## src/rtl/pipe_pkg.sv

```systemverilog
// Shared definitions for the decode-to-execute skid stage: state encoding
// and default widths.
package pipe_pkg;

  localparam int unsigned DEF_DATA_W = 192;
  localparam int unsigned DEF_CNT_W  = 16;

  // Encoding equals the held-entry count, so occupancy is the state itself.
  typedef enum logic [1:0] {
    EMPTY = 2'b00,
    BUSY  = 2'b01,
    FULL  = 2'b10
  } state_e;

endpackage

```

## src/rtl/pipe_sat_counter.sv

```systemverilog
// Saturating up-counter used for the optional stall/flush statistics.
module pipe_sat_counter #(
  parameter int unsigned CNT_W = pipe_pkg::DEF_CNT_W
) (
  input  logic             clk,
  input  logic             rst,
  input  logic             inc,
  output logic [CNT_W-1:0] cnt
);

  logic [CNT_W-1:0] cnt_q, cnt_d;

  always_comb begin
    cnt_d = cnt_q;
    if (inc && (cnt_q != {CNT_W{1'b1}})) cnt_d = cnt_q + 1'b1;
  end

  always_ff @(posedge clk or posedge rst) begin
    if (rst) cnt_q <= '0;
    else     cnt_q <= cnt_d;
  end

  assign cnt = cnt_q;

endmodule

```

## src/rtl/pipe_skid_stage.sv

```systemverilog
// Two-entry (main + skid) pipeline register with registered in_ready and flush.
// Define PIPE_SKID_STATS_EN to add saturating stall_cnt / flush_cnt outputs.
module pipe_skid_stage
  import pipe_pkg::*;
#(
  parameter int unsigned DATA_W = DEF_DATA_W,
  parameter int unsigned CNT_W  = DEF_CNT_W
) (
  input  logic              clk,
  input  logic              rst,
  input  logic              flush,
  input  logic              in_valid,
  output logic              in_ready,
  input  logic [DATA_W-1:0] in_data,
  output logic              out_valid,
  input  logic              out_ready,
  output logic [DATA_W-1:0] out_data,
  output logic [1:0]        occupancy
`ifdef PIPE_SKID_STATS_EN
  ,
  output logic [CNT_W-1:0]  stall_cnt,
  output logic [CNT_W-1:0]  flush_cnt
`endif
);

  if (DATA_W < 1 || CNT_W < 1) begin : g_bad_param
    $error("pipe_skid_stage: DATA_W and CNT_W must be at least 1");
  end

  state_e            state_q, state_d;
  logic [DATA_W-1:0] main_q, main_d;
  logic [DATA_W-1:0] skid_q, skid_d;
  logic              in_ready_q, in_ready_d;
  logic              in_fire, out_fire;

  assign in_fire  = in_valid & in_ready_q;
  assign out_fire = out_valid & out_ready;

  // Payload registers are zeroed whenever they drain so a bubble reads as NOP.
  always_comb begin
    state_d = state_q;
    main_d  = main_q;
    skid_d  = skid_q;
    if (flush) begin
      state_d = EMPTY;
      main_d  = '0;
      skid_d  = '0;
    end else begin
      unique case (state_q)
        EMPTY: begin
          if (in_fire) begin
            state_d = BUSY;
            main_d  = in_data;
          end
        end
        BUSY: begin
          if (in_fire && out_fire) begin
            main_d = in_data;
          end else if (in_fire) begin
            state_d = FULL;
            skid_d  = in_data;
          end else if (out_fire) begin
            state_d = EMPTY;
            main_d  = '0;
          end
        end
        FULL: begin
          if (out_fire) begin
            state_d = BUSY;
            main_d  = skid_q;
            skid_d  = '0;
          end
        end
        default: begin
          state_d = EMPTY;
          main_d  = '0;
          skid_d  = '0;
        end
      endcase
    end
    in_ready_d = (state_d != FULL);
  end

  always_ff @(posedge clk or posedge rst) begin
    if (rst) begin
      state_q    <= EMPTY;
      main_q     <= '0;
      skid_q     <= '0;
      in_ready_q <= 1'b0;
    end else begin
      state_q    <= state_d;
      main_q     <= main_d;
      skid_q     <= skid_d;
      in_ready_q <= in_ready_d;
    end
  end

  assign in_ready  = in_ready_q;
  assign out_valid = (state_q != EMPTY);
  assign out_data  = main_q;
  assign occupancy = state_q;

`ifdef PIPE_SKID_STATS_EN
  logic stall_inc, flush_inc;

  assign stall_inc = out_valid & ~out_ready;
  assign flush_inc = flush & ((state_q != EMPTY) | in_fire);

  pipe_sat_counter #(.CNT_W(CNT_W)) u_stall_cnt (
    .clk (clk),
    .rst (rst),
    .inc (stall_inc),
    .cnt (stall_cnt)
  );

  pipe_sat_counter #(.CNT_W(CNT_W)) u_flush_cnt (
    .clk (clk),
    .rst (rst),
    .inc (flush_inc),
    .cnt (flush_cnt)
  );
`endif

endmodule

```

## config.mk

```make
export PLATFORM = sky130hd
export DESIGN_NAME = pipe_skid_stage
export DESIGN_NICKNAME = d
export VERILOG_FILES = /design/src/rtl/pipe_pkg.sv /design/src/rtl/pipe_sat_counter.sv /design/src/rtl/pipe_skid_stage.sv
export SDC_FILE = /design/constraint.sdc
export NUM_CORES = 1
export LEC_CHECK = 0
export CAP_MARGIN = 20
export CORE_MARGIN = 5
export CORE_UTILIZATION = 45
export CTS_BUF_LIST = sky130_fd_sc_hd__clkbuf_8
export CTS_CLUSTER_DIAMETER = 40
export CTS_CLUSTER_SIZE = 12
export DETAILED_ROUTE_END_ITERATION = 10
export PLACE_DENSITY_LB_ADDON = 0.2
export RECOVER_POWER = 100
export SYNTH_ARGS = -nofsm -noshare
export SYNTH_HDL_FRONTEND = slang
export SYNTH_SLANG_ARGS = --single-unit
```

## constraint.sdc

```tcl
create_clock -name clk -period 39.2 [get_ports clk]
set_input_delay 11.76 -clock clk [delete_from_list [all_inputs] [get_ports clk]]
set_output_delay 11.76 -clock clk [all_outputs]
set_load 0.02 [all_outputs]
```

==> results.txt <==
----------------------------------------------------
[Place]
  Final estimated routing congestion in global placement ... 0.782
  Dpl hpwl ... 34.7 mm
  I/O Buffers ... 392
  DP Area ... 23200 um2

[Die]
  Ports placed on the boundary ... 393
  Die Ht ... 217 um
  Initial core utilization ... 0.457
  Total Die Area ... 47100 um2
  Chip width ... 217 um
  Std-Cell Core Area ... 42100 um2
  Row cnt ... 75

[Yosys]
  Post-Synthesis Cells ... 1780
  Fraction of registers with async set or reset after synthesis ... 1.00
  Per-instance average area after synthesis ... 10.8 um2
  Net count after synthesis ... 1977
  Primary FF master, synth ... sky130_fd_sc_hd__dfrtp_1
  Post-synth EDFFs ... 0
  Synth warn ... 0
  Number of synthesized register bits ... 387
  Sequential area share after synthesis ... 0.503
  Post-Synthesis Cell Area ... 19300 um2
  Library cells used by synthesis ... 34

[Min path]
  Class of the most critical hold timing path ... register to register

[Clock network]
  Source-to-sink clock delay at the later pin of the worst-skew pair ... 0.65 ns
  CTS H-tree lvls ... 2
  Cts repair resizes ... 0
  Clock Tree Buf Depth ... 3
  TritonCTS Buffers ... 58
  Setup bufs post-CTS ... 0
  CTS sink cnt ... 387
  Hold bufs inserted after CTS ... 0
  Clk slew on worst S/H paths ... 0.06 ns
  CTS tree ... done
  Clock Tree Root ... sky130_fd_sc_hd__clkbuf_8

[GRT]
  Global-route wire length before repair ... 92.8 mm
  Total global-route track usage ... 0.242
  Maximum number of pins on one net before global-route repair ... 225
  Initial antenna violation count ... 12
  Overflow left after global routing ... 0
  Number of global-route vias before repair ... 15600

[Critical path]
  Number of cells on the worst reg-to-reg path ... 7
  Crit. Startpoint ... flush
  Required time of the critical path ... 39.76 ns
  Kind of critical path ... input port to register
  Origin of the critical flop-to-flop path ... occupancy[1]$_DFF_PP0_
  Crit Path Max Fanout ... 111
  End point of the critical path ... out_data[23]$_DFFE_PP0P_
  Startpoint type of the worst setup path ... input port
  Data arrival time of the worst path ... 22.96 ns
  Flop2flop setup slack ... 29.75 ns
  Capture point of the worst reg-to-reg path ... out_data[23]$_DFFE_PP0P_
  Kind of end point of the critical path ... register

[Power]
  Total power density per cell area ... 40.7 nW/um2
  IR Drop Worst-Case VDD ... 23.4 uV
  Leakage component of the power ... 10.1 nW

[Route]
  WL final ... 59.1 mm
  Via count ... 15700
  Number of nets still failing antenna checks after routing ... 0
  Detailed-route wire length per cell ... 22.2 um
  Starting DRC count in detailed routing ... 1261
  Average vias per placed instance ... 5.91
  Number of remaining DRC errors ... 0
  Detailed-router iteration count before antenna repair ... 5

[STA]
  Unrepaired setup endpoints after global routing ... no
  Slew headroom ... -2.83
  Max Clock Skew ... 0.0223 ns
  Clock period minus final worst setup slack ... 22.40 ns
  Number of slew-limit violations in the final report ... 833
  Highest attainable clock frequency ... 44.6 MHz
  Pin slew with the least headroom to its limit ... 5.75 ns
  Number of endpoints failing setup at the final stage ... 0
  Final Cycle Share ... 0.571
  Total Neg Setup Slack ... 0 ns
  Final hold violation count ... 0

[Outcome]
  Status ... complete, but fails checks
  Violations in the final reports ... capacitance limit, slew limit

[Layout]
  Layout Area Growth over Synthesis ... 26.6%
  Commonest non-fill, non-tap cells in the layout ... 387 x sky130_fd_sc_hd__dfrtp_1, 196 x sky130_fd_sc_hd__dlygate4sd3_1, 195 x sky130_fd_sc_hd__clkdlybuf4s50_1
  Design area ... 24400 um2
  Share of cells above drive strength 1 ... 0.0715
  Fin nets ... 2262
  Most frequent standard cell in the layout excluding fill and tap cells ... sky130_fd_sc_hd__dfrtp_1

[Run]
  Max-cap violation count ... 12

----------------------------------------------------
[cell type report]
type | instances | area, um2
antenna | 8 | 20.0
clock buffer | 63 | 867
clock inverter | 43 | 400
fill | 3577 | 17700
inverter | 2 | 8.76
multi-input combinational | 1201 | 8660
sequential | 387 | 9680
tap | 539 | 674
timing repair buffer | 415 | 4080
[critical path: stages]
cell	delay, ns
sky130_fd_sc_hd__clkbuf_1	1.56
sky130_fd_sc_hd__clkbuf_1	1.82
sky130_fd_sc_hd__nor2_4	0.42
sky130_fd_sc_hd__clkbuf_1	2.66
sky130_fd_sc_hd__clkbuf_1	1.68
sky130_fd_sc_hd__clkbuf_1	2.40
sky130_fd_sc_hd__a22o_1	0.38
[power by group]
group	switching, W	internal, W
Clock	0.000178	0.000187
Sequential	0.0000162	0.000422
Combinational	0.000111	0.0000783
Total	0.000306	0.000687
[state kept, by name (all words and copies together), names as in the netlist]
| signal | count |
|---|---|
| out_data | 192 |
| skid_q | 192 |
| occupancy | 2 |
| in_ready | 1 |
[logic make-up after synthesis]
group | Yosys count | share of synthesized area
buffers and inverters | 192 | 0.0488
AOI/OAI and AO/OA | 558 | 0.217
muxes | 193 | 0.102
DFF | 387 | 0.503
and+or+nand+nor | 449 | 0.128
xor gates and xnor gates | 1 | 0.00143
[worst min path at each step]
stage | from | end | slack, ns | cells after the start
floorplan | skid_q[102]$_DFFE_PP0P_ | skid_q[102]$_DFFE_PP0P_ | 0.50 | 2
global placement | out_data[60]$_DFFE_PP0P_ | out_data[60]$_DFFE_PP0P_ | 0.49 | 1
detailed placement | out_data[60]$_DFFE_PP0P_ | out_data[60]$_DFFE_PP0P_ | 0.49 | 1
CTS | out_data[84]$_DFFE_PP0P_ | out_data[84]$_DFFE_PP0P_ | 0.51 | 1
global route | out_data[160]$_DFFE_PP0P_ | out_data[160]$_DFFE_PP0P_ | 0.51 | 1
finish | out_data[84]$_DFFE_PP0P_ | out_data[84]$_DFFE_PP0P_ | 0.50 | 1
[Yosys cell counts (2+ instances only)]
library cell,instances,area share
sky130_fd_sc_hd__nand2b_1,193,0.063
sky130_fd_sc_hd__a22o_1,166,0.075
sky130_fd_sc_hd__nor2_1,55,0.011
sky130_fd_sc_hd__nand3_1,192,0.050
sky130_fd_sc_hd__a221oi_1,26,0.012
sky130_fd_sc_hd__mux2i_1,166,0.086
sky130_fd_sc_hd__mux2_2,27,0.016
sky130_fd_sc_hd__inv_1,2,0.00039
sky130_fd_sc_hd__clkbuf_1,69,0.013
sky130_fd_sc_hd__dfrtp_1,387,0.50
sky130_fd_sc_hd__o2bb2ai_1,166,0.075
sky130_fd_sc_hd__buf_4,16,0.0062
sky130_fd_sc_hd__buf_6,5,0.0029
sky130_fd_sc_hd__buf_2,98,0.025
sky130_fd_sc_hd__buf_1,2,0.00039
sky130_fd_sc_hd__o21ai_0,70,0.018
sky130_fd_sc_hd__o21ai_1,123,0.032
[stage by stage]
step | instances | hold WS [ns] | setup WS [ns] | power [W] | util
final | 2658 | 0.497 | 16.80 | 0.000993 | 0.579
after global routing | 2657 | 0.514 | 16.16 | 0.00104 | 0.579
after CTS | 2649 | 0.509 | 24.55 | 0.00101 | 0.581
after detailed placement | 2543 | 0.490 | 23.82 | 0.000644 | 0.551
after global placement | 2541 | 0.487 | 23.83 | 0.000641 | 0.550
after floorplan | 1780 | 0.500 | 16.68 | 0.000550 | -
[routing by layer]
layer | GRT usage | part of all wire
met2 | 0.374 | 0.47
met1 | 0.336 | 0.44
met4 | 0.0779 | 0.023
met3 | 0.0649 | 0.066
met5 | 0 | 0.0012
No activity file was read; power rests on OpenSTA's default activity.
